[src/rtl/cmp_crossing_detector.sv]
// Debounced HIGH/LOW level tracker behind a 4-bit magnitude comparator, with rise/fall events
// over valid/ready and saturating per-class counters. Optional macro: CMP_ONEHOT_CHECK_EN.
module cmp_crossing_detector #(
  parameter int unsigned DEBOUNCE = 3,
  parameter int unsigned CNT_W    = 8
) (
  input  logic             clk,
  input  logic             rst_n,
  input  logic             in_valid,
  output logic             in_ready,
  input  logic             cmp_gt,
  input  logic             cmp_lt,
  input  logic             cmp_eq,
  input  logic             clr,
  output logic             out_valid,
  input  logic             out_ready,
  output logic             out_evt,
  output logic [1:0]       state,
  output logic [CNT_W-1:0] cnt_gt,
  output logic [CNT_W-1:0] cnt_lt,
  output logic [CNT_W-1:0] cnt_eq,
  output logic             err
);

  localparam int unsigned StreakW = $clog2(DEBOUNCE + 1);

  localparam logic [1:0] StUnk  = 2'b00;
  localparam logic [1:0] StLow  = 2'b01;
  localparam logic [1:0] StHigh = 2'b10;

  localparam logic [CNT_W-1:0] CntMax = {CNT_W{1'b1}};

  logic [1:0]         state_q, state_d;
  logic [StreakW-1:0] streak_q, streak_d;
  logic [StreakW-1:0] streak_inc;
  logic               out_valid_q, out_valid_d;
  logic               out_evt_q, out_evt_d;
  logic [CNT_W-1:0]   cnt_gt_q, cnt_gt_d;
  logic [CNT_W-1:0]   cnt_lt_q, cnt_lt_d;
  logic [CNT_W-1:0]   cnt_eq_q, cnt_eq_d;

  logic accept;
  logic sample;
  logic is_gt, is_lt, is_eq;
  logic evt_fire, evt_rise;

  assign in_ready = !out_valid_q || out_ready;
  assign accept   = in_valid && in_ready;

`ifdef CMP_ONEHOT_CHECK_EN
  logic onehot;
  logic err_q, err_d;

  assign onehot = (cmp_gt + cmp_lt + cmp_eq) == 2'd1;
  // Non-one-hot samples only raise err; they never reach the FSM or counters.
  assign sample = accept && onehot;
  assign is_gt  = cmp_gt;
  assign is_lt  = cmp_lt;
  assign is_eq  = cmp_eq;

  always_comb begin
    err_d = err_q;
    if (clr) begin
      err_d = 1'b0;
    end else if (accept && !onehot) begin
      err_d = 1'b1;
    end
  end

  always_ff @(posedge clk or negedge rst_n) begin
    if (!rst_n) begin
      err_q <= 1'b0;
    end else begin
      err_q <= err_d;
    end
  end

  assign err = err_q;
`else
  logic unused_cmp_eq;

  // Priority gt > lt > eq; all-zero flags fall through to eq, so cmp_eq is redundant here.
  assign unused_cmp_eq = cmp_eq;
  assign sample        = accept;
  assign is_gt         = cmp_gt;
  assign is_lt         = !cmp_gt && cmp_lt;
  assign is_eq         = !cmp_gt && !cmp_lt;
  assign err           = 1'b0;
`endif

  assign streak_inc = streak_q + 1'b1;

  always_comb begin
    state_d  = state_q;
    streak_d = streak_q;
    evt_fire = 1'b0;
    evt_rise = 1'b0;
    if (sample) begin
      case (state_q)
        StUnk: begin
          streak_d = '0;
          if (is_gt) begin
            state_d = StHigh;
          end else if (is_lt) begin
            state_d = StLow;
          end
        end
        StLow: begin
          if (is_gt) begin
            if (streak_inc == StreakW'(DEBOUNCE)) begin
              state_d  = StHigh;
              streak_d = '0;
              evt_fire = 1'b1;
              evt_rise = 1'b1;
            end else begin
              streak_d = streak_inc;
            end
          end else begin
            streak_d = '0;
          end
        end
        StHigh: begin
          if (is_lt) begin
            if (streak_inc == StreakW'(DEBOUNCE)) begin
              state_d  = StLow;
              streak_d = '0;
              evt_fire = 1'b1;
              evt_rise = 1'b0;
            end else begin
              streak_d = streak_inc;
            end
          end else begin
            streak_d = '0;
          end
        end
        default: begin
          state_d  = StUnk;
          streak_d = '0;
        end
      endcase
    end
  end

  // A new event on the same edge as a consume keeps out_valid high with the new type.
  always_comb begin
    out_valid_d = out_valid_q;
    out_evt_d   = out_evt_q;
    if (evt_fire) begin
      out_valid_d = 1'b1;
      out_evt_d   = evt_rise;
    end else if (out_valid_q && out_ready) begin
      out_valid_d = 1'b0;
    end
  end

  // clr beats a simultaneous accept: the sample still drives the FSM but is not counted.
  always_comb begin
    cnt_gt_d = cnt_gt_q;
    cnt_lt_d = cnt_lt_q;
    cnt_eq_d = cnt_eq_q;
    if (clr) begin
      cnt_gt_d = '0;
      cnt_lt_d = '0;
      cnt_eq_d = '0;
    end else if (sample) begin
      if (is_gt && (cnt_gt_q != CntMax)) begin
        cnt_gt_d = cnt_gt_q + 1'b1;
      end
      if (is_lt && (cnt_lt_q != CntMax)) begin
        cnt_lt_d = cnt_lt_q + 1'b1;
      end
      if (is_eq && (cnt_eq_q != CntMax)) begin
        cnt_eq_d = cnt_eq_q + 1'b1;
      end
    end
  end

  always_ff @(posedge clk or negedge rst_n) begin
    if (!rst_n) begin
      state_q     <= StUnk;
      streak_q    <= '0;
      out_valid_q <= 1'b0;
      out_evt_q   <= 1'b0;
      cnt_gt_q    <= '0;
      cnt_lt_q    <= '0;
      cnt_eq_q    <= '0;
    end else begin
      state_q     <= state_d;
      streak_q    <= streak_d;
      out_valid_q <= out_valid_d;
      out_evt_q   <= out_evt_d;
      cnt_gt_q    <= cnt_gt_d;
      cnt_lt_q    <= cnt_lt_d;
      cnt_eq_q    <= cnt_eq_d;
    end
  end

  assign state     = state_q;
  assign out_valid = out_valid_q;
  assign out_evt   = out_evt_q;
  assign cnt_gt    = cnt_gt_q;
  assign cnt_lt    = cnt_lt_q;
  assign cnt_eq    = cnt_eq_q;

endmodule
[config.mk]
export PLATFORM = sky130hd
export DESIGN_NAME = cmp_crossing_detector
export DESIGN_NICKNAME = d
export VERILOG_FILES = /design/src/rtl/cmp_crossing_detector.sv
export SDC_FILE = /design/constraint.sdc
export NUM_CORES = 1
export LEC_CHECK = 0
export CAP_MARGIN = 0
export CORE_UTILIZATION = 34
export DETAILED_ROUTE_END_ITERATION = 8
export PLACE_DENSITY = 0.69
export SLEW_MARGIN = 20
export SYNTH_ARGS = -nofsm -noshare
export SYNTH_HDL_FRONTEND = slang
export SYNTH_SLANG_ARGS = --single-unit
[constraint.sdc]
create_clock -name clk -period 2.1 [get_ports clk]
set_clock_uncertainty 0.1 [all_clocks]
set_input_delay 0.42 -clock clk [delete_from_list [all_inputs] [get_ports clk]]
set_output_delay 0.42 -clock clk [all_outputs]
set_load 0.02 [all_outputs]
== After elaboration in Yosys (flattened, before gate mapping) ==
Cells that the tools add are included.
Storage, ports and cells
  register bits: 30
  input port bits: 8
  output and inout bits: 30
Cells by class
  add/sub/neg operators: 4
  equality and inequality tests: 11
  muxes and demuxes: 29
  reductions and logical operators: 21
Operator list (number)
  $mux 8: 9
  $add 8x1->8 const B: 3
  $ne 8x8->1 const B: 3
  $mux 2: 9
  $reduce_bool 2->1: 5
  $mux 1: 8
  $ne 2x2->1 const B: 4
  $logic_and 1x1->1: 7
  $pmux 2 s3: 1
  $reduce_and 2->1: 3
  $reduce_and 6->1: 1
  $eq 2x2->1 const B: 2
  $pmux 2 s2: 1
  $logic_not 1->1: 3
  $ne 3x3->1 const B: 1
  $add 2x1->2 const B: 1
  $eq 2x1->1 const B: 1
  $logic_not 2->1: 1
  $pmux 1 s2: 1
  $logic_or 1x1->1: 1

== Depth between registers and ports, before layout ==
Gate-level depths: netlist of run 1.
  word-level depth: 7
  depth in mapped cells: 6

== Worst setup path after synthesis of run 1 ==
Ideal clock, no wire load.
  kind: register -> register
  start: register state_q[0] (netlist: state[0])
  end: register state_q[1] (netlist: state[1])
  arrival: 1.559 ns
  path slack: 0.313 ns
  stages on the path, launching flop included: 7
  path buffers: 0
  period minus slack after synthesis: 1.787 ns
  path through: dfrtp_1 -> inv_1 -> ha_1 -> nor2b_1 -> o221ai_1 -> nand3_1 -> mux2_1
On the way
  cells in the longest elaborated chain, start to end: 3
  elaborated cells on any way between the ends: 10
  classes of those cells: eq/ne (7); mux (1); reduce/logical (2)
Ends and longest elaborated chain
  start: declaration: RTL line 33  | logic [1:0] state_q, state_d;
  start signal: assignment: RTL line 180  | state_q <= StUnk;
  start signal: assignment: RTL line 188  | state_q <= state_d;
  $eq 2x1->1 (tied with other cells): RTL line 99  | case (state_q)
  $ne 2x2->1 (no source line) / $ne 3x3->1 (equally long branches)
  $reduce_and 6->1 (no source line)
Several ways; a longest one is shown, not always the timed one.
A chain may end at the register's enable or synchronous reset.

== Final worst setup path of run 1 ==
  start: input cmp_lt
  end: register cnt_lt_q[6] (netlist: cnt_lt[6])
On the way
  cells in the longest elaborated chain, start to end: 4
Ends and longest elaborated chain
  start: declaration: RTL line 12  | input logic cmp_lt,
  $logic_and 1x1->1: RTL line 86  | assign is_lt = !cmp_gt && cmp_lt;
  $logic_and 1x1->1: RTL line 169  | if (is_lt && (cnt_lt_q != CntMax)) begin
  $reduce_bool 2->1 (no source line)
  $reduce_and 2->1 (no source line)
  end signal: assignment: RTL line 193  | cnt_lt_q <= cnt_lt_d;
  end: declaration: RTL line 39  | logic [CNT_W-1:0] cnt_lt_q, cnt_lt_d;
Every way passes these cells.

==> impl_metrics.toml, run 1 <==
[run_status]
status = "completed"

[grt]
grt_pass1_vias = 1488
track_usage_pct = 15.75
antenna_found_initial = 0
gr-total-overflow = 0
grt_start_max_net_pins = 31
grt_pass1_wl_mm = 6.596

[timing]
layout_min_cycle_time_ns = 1.978
hold_viol = 0
finalSetupViolCount = 0
rsz0062_at_grt = "no"
fmax_mhz = 505.6
fin_ws_ns = 0.1221
finalSetupTns_ns = 0
finalMaxSlewViolations = 0
final.period_utilization_pct = 94.19

[clocking]
cts-htree-levels = 2
cts_resized = 1
cts_buffer_depth = 2
clk_pin_slew_ns = 0.07
ctsRootBufferMaster = "clkbuf_8"
cts_buffers = 5
ctsHoldBuffers = 0
cts_tree = "built"
insertion_delay_ns = 0.28
cts.sinks = 30
postCtsSetupRepairBufs = 0

[worst_setup_path]
rr_endpoint = "cnt_gt[3]"
r2r-start = "cnt_gt[0]"
worstPathMaxFanout = 4
arrival_ns = 2.04
required_ns = 2.17
reg2regPathDepth = 6
rrSetupSlack_ns = 0.26
critPathKind = "in -> reg"
start_kind = "input pin"
crit_path_end_kind = "flop"

[power]
p_per_area_nw_per_um2 = 714.2
internal_power_w = 0.001288
switching_share_pct = 25.76
p_switching_w = 0.0004470
p_seq_share_pct = 36.8
ir_drop_mv = 0.4534
power_w = 0.001735
leakage_nw = 0.9977
clkPwrFrac_pct = 42.4
combPwrFrac_pct = 20.8

[floorplanning]
die_h_um = 73.75
die-area_sq_um = 5439
rows = 25
die_width_um = 73.75
start_util_pct = 36.10
fp.coreArea_sq_um = 4848
ios = 38

[synth]
synth_largest_area_cell = "dfrtp_1"
synthArstFlopShare_pct = 100.0
synth_enable_flop_cells = 0
synth_area_leaders = "dfrtp_1, a21oi_1, ha_1"
yosysSeqAreaShare_pct = 42.89
synth_fp_nets = 195
syn_avg_cell_area_sq_um = 9.671
netlist.area_leader.share_pct = 42.89
synthesis.area_sq_um = 1750
synth-seq-cells = 30
yosysWarningCount = 0
ys.flop_type = "dfrtp_1"
yosysUniqueCellTypes = 42
synth_cells = 181

[worst_hold_path]
hold-path-cell-count = 1
hp-class = "reg -> reg"
hold_end = "streak_q[0]"
hold_path_startpoint = "streak_q[1]"

[cells_and_area]
finalNetCount = 252
drive_gt1_share_pct = 18.41
antenna_cells = 0
area_growth_pct = 38.81
nFillCells = 468

[drt]
post_drt_via_cell_ratio = 5.203
first_iter_violations = 118
dr.pass1.iters = 4
totalWireLength_mm = 3.907
drc = 0
postRouteAntennaNets = 0
vias = 1592
wl_per_cell_um = 12.77

[placement]
dp_worst_setup_slack_ns = -0.1610
port_buffers = 35
gp_congestion = 0.7375
dp_hpwl_mm = 2.848

[run]
maxCapViolations = 0
-- through the flow --
step | std cells | hold WS (ns) | util (%) | instance area [sq um]
floorplan | 181 | 0.02441 | - | 1750
global placement | 298 | 0.3725 | 47.20 | 2288
detailed placement | 298 | 0.3921 | 47.20 | 2288
CTS | 306 | 0.3947 | 50.12 | 2430
global route | 306 | 0.4235 | 50.12 | 2430
finish | 306 | 0.3916 | 50.12 | 2430
-- cells in the mapped netlist, drive strengths merged, types with 3 or more instances --
library cell	count
mux2	6
o2111ai	3
o31ai	10
or4	8
nor3	3
and2	4
a21oi	16
nand3	10
and3	3
ha	6
o21ai	14
nand4	5
dfrtp	30
buf	5
nor2b	6
or3	7
inv	6
nand2	10
nand2b	5
nor2	8
-- routing by layer --
metal | routed length, um | vias to the layer above | global-route usage (%)
met1 | 1857 | 763 | 19.90
li1 | - | 792 | -
met2 | 1878 | 32 | 26.20
met3 | 133 | 5 | 4.390
met4 | 38 | 0 | 4.487
met5 | 0 | - | 0
-- layout make-up --
type	count	area [sq um]	share of cell area, %
well taps	67	83.83	3.450
clock buffers	6	82.58	3.399
flip-flops and latches	30	750.7	30.90
inverters	6	22.52	0.9269
clock inverters	2	60.06	2.472
repair buffers	57	514.2	21.16
multi-input cells	138	915.9	37.69
-- registers in the layout, indices dropped and copies added (netlist names) --
register / cells
cnt_gt: 8
state: 2
streak_q: 2
out_evt: 1
cnt_eq: 8
cnt_lt: 8
out_valid: 1
-- power groups by stage --
stage          Clock (W)  Combinational [W]  Sequential, W
6_report        0.000736           0.000361       0.000638
3_3_place_gp           0           0.000351       0.000648
3_5_place_dp           0           0.000361       0.000648
4_1_cts         0.000748           0.000366       0.000638
5_1_grt         0.000780           0.000401       0.000643
2_1_floorplan          0           0.000178       0.000672
-- cell usage in the layout (no fill, tap or decap), types with 8 or more instances in the layout --
cell and n:
a21oi_1 16, buf_4 22, clkdlybuf4s50_1 34, dfrtp_1 30
nand2_1 9, nand3_1 10, nor2_1 8, o21ai_0 13
o31ai_1 10, or4_1 8
-- worst max path at each step --
stage              start         to  slack [ns]  depth (start not counted)
6_report          cmp_lt  cnt_lt[6]        0.12                          5
3_3_place_gp      cmp_lt  cnt_lt[6]       -0.15                          5
4_1_cts           cmp_lt  cnt_lt[6]        0.13                          5
5_1_grt        out_ready  cnt_lt[4]        0.03                          6
3_5_place_dp      cmp_lt  cnt_lt[6]       -0.16                          5
2_1_floorplan   state[0]   state[1]        0.31                          6
-- critical path, cell delays in order --
cell and delay, ns:
clkdlybuf4s50_1 0.53, nor2b_2 0.21, nand3_1 0.15, nor4_1 0.36, mux2_2 0.37
-- kinds of logic after synthesis --
family / count (synthesis) / share of synthesized area, %
buffers and inverters: 13 / 4.789
xor gates and xnor gates: 1 / 0.5004
other: 1 / 0.2142
muxes: 8 / 5.003
and+or+nand+nor: 75 / 25.23
DFF: 30 / 42.89
adders and majority gates: 6 / 4.289
AOI/OAI and AO/OA: 47 / 17.08
No activity file was read; power rests on OpenSTA's default activity.
==> run 2, diff against run 1 <==
--- a/config.mk
+++ b/config.mk
@@ -6,9 +6,9 @@
 export NUM_CORES = 1
 export LEC_CHECK = 0
 export CAP_MARGIN = 0
-export CORE_UTILIZATION = 34
+export CORE_UTILIZATION = 50
 export DETAILED_ROUTE_END_ITERATION = 8
-export PLACE_DENSITY = 0.69
+export PLACE_DENSITY = 0.91
 export SLEW_MARGIN = 20
 export SYNTH_ARGS = -nofsm -noshare
 export SYNTH_HDL_FRONTEND = slang
==> run 2 against run 1 <==
  * Global-route usage up 8.5 points
  * Sequential share of layout area up 1.4 points
  * First-iteration DRC count down 36%
  * Non-clock buffer count unchanged
  * Final area down 4.5%
  * Critical path depth down 4
  * Worst setup slack better by 0.030 ns
  * Power down 24%
  * Critical endpoint is now cnt_eq[3]
==> impl_metrics.toml, run 2 (synthesized netlist as in run 1, its figures left out) <==
[run_status]
status = "completed"

[clocking]
clk_pin_slew_ns = 0.10
cts_buffer_depth = 2
insertion_delay_ns = 0.32
ctsRootBufferMaster = "clkbuf_4"
postCtsSetupRepairBufs = 0
cts_tree = "built"
cts-htree-levels = 2
ctsHoldBuffers = 0
cts_resized = 1
cts_buffers = 5
cts.sinks = 30

[worst_setup_path]
crit_path_end_kind = "primary output"
required_ns = 1.58
reg2regPathDepth = 6
cpPeakStageDelay_ns = 0.64
critPathKind = "reg -> out"
path_delay_family = "buffers and inverters"
worst-path-stages = 1
worstPathMaxFanout = 7
setup.worst_path.start = "cnt_eq[3]"
r2r-start = "cnt_gt[0]"
arrival_ns = 1.43
slowest_stage = "clkdlybuf4s50_1"
crit_path_cell_trace = "clkdlybuf4s50_1"
start_kind = "flop"
cp.buffers_inverters = 1

[power]
ir_drop_mv = 0.3077
switching_share_pct = 31.75
p_switching_w = 0.0004204
clkPwrFrac_pct = 24.7
leakage_nw = 0.9628
p_seq_share_pct = 48.1
internal_power_w = 0.0009035
p_per_area_nw_per_um2 = 570.4
combPwrFrac_pct = 27.3

[drt]
post_drt_via_cell_ratio = 5.757
first_iter_violations = 75
dr.pass1.iters = 4
postRouteAntennaNets = 0
wl_per_cell_um = 13.98
totalWireLength_mm = 3.970
vias = 1635
drc = 0

[grt]
grt_start_max_net_pins = 31
grt_pass1_wl_mm = 6.637
grt_pass1_vias = 1582
antenna_found_initial = 0
track_usage_pct = 24.28
gr-total-overflow = 0

[cells_and_area]
area_growth_pct = 32.59
final_common_cell = "clkdlybuf4s50_1"
most-common-layout-cells = "clkdlybuf4s50_1, dfrtp_1, buf_4"
drive_gt1_share_pct = 18.07
utilization_pct = 69.55
antenna_cells = 0
design_area_sq_um = 2321
final_cells = 284
finalNetCount = 252

[placement]
placed_cell_area_sq_um = 2275
port_buffers = 35
dp.cells = 277
dp_hpwl_mm = 2.782
gp_congestion = 0.8106

[timing]
final.period_utilization_pct = 92.74
holdWs_ns = 0.3739
rsz0062_at_grt = "no"
finalMaxSlewViolations = 0
finalSetupTns_ns = 0
finalSetupViolCount = 0
layout_min_cycle_time_ns = 1.947
hold_viol = 0
fmax_mhz = 513.5

[floorplanning]
die_h_um = 61.17
rows = 21
die-area_sq_um = 3742
fp.coreArea_sq_um = 3337
die_width_um = 61.17
start_util_pct = 52.46
ios = 38

[worst_hold_path]
hp-class = "in -> async"

[run]
maxCapViolations = 0
-- run 2: area by class of cell --
| class | count | area (sq um) |
|---|---|---|
| Clock buffer | 5 | 37.54 |
| Sequential cell | 30 | 750.7 |
| Tap cell | 46 | 57.56 |
| Multi-Input combinational cell | 138 | 915.9 |
| Inverter | 6 | 22.52 |
| Clock inverter | 2 | 10.01 |
| Timing Repair Buffer | 57 | 526.8 |
| Fill cell | 267 | 1016 |
-- run 2: stage by stage --
step | total power, W | setup slack, ns
after floorplan | 0.0008505 | 0.3134
after global placement | 0.0009967 | -0.1516
after detailed placement | 0.001007 | -0.1589
after CTS | 0.001332 | 0.1406
after global routing | 0.001406 | 0.05590
final | 0.001324 | 0.1526
-- run 2: routing by layer --
| layer | track usage, % | up-vias | part of all wire (%) |
|---|---|---|---|
| li1 | - | 788 | - |
| met1 | 30.25 | 790 | 45 |
| met3 | 6.513 | 8 | 4.4 |
| met4 | 9.416 | 0 | 1.4 |
| met2 | 40.22 | 49 | 49 |
| met5 | 0 | - | 0 |
-- run 2: worst paths after layout --
kind	to	slack, ns
max	cnt_eq[3]	0.15
min reg2reg	streak_q[0]	0.41
max in group asynchronous	cnt_lt[3]	1.25
min	out_valid	0.37
max reg2reg	cnt_gt[2]	0.22
min in group clk	streak_q[0]	0.41
-- run 2: power groups by stage --
stage	logic (W)	clock network, W	registers, W
6_report	0.000361	0.000326	0.000637
5_1_grt	0.000403	0.000359	0.000643
4_1_cts	0.000362	0.000333	0.000637
3_5_place_dp	0.000358	0	0.000648
3_3_place_gp	0.000350	0	0.000647
2_1_floorplan	0.000178	0	0.000672
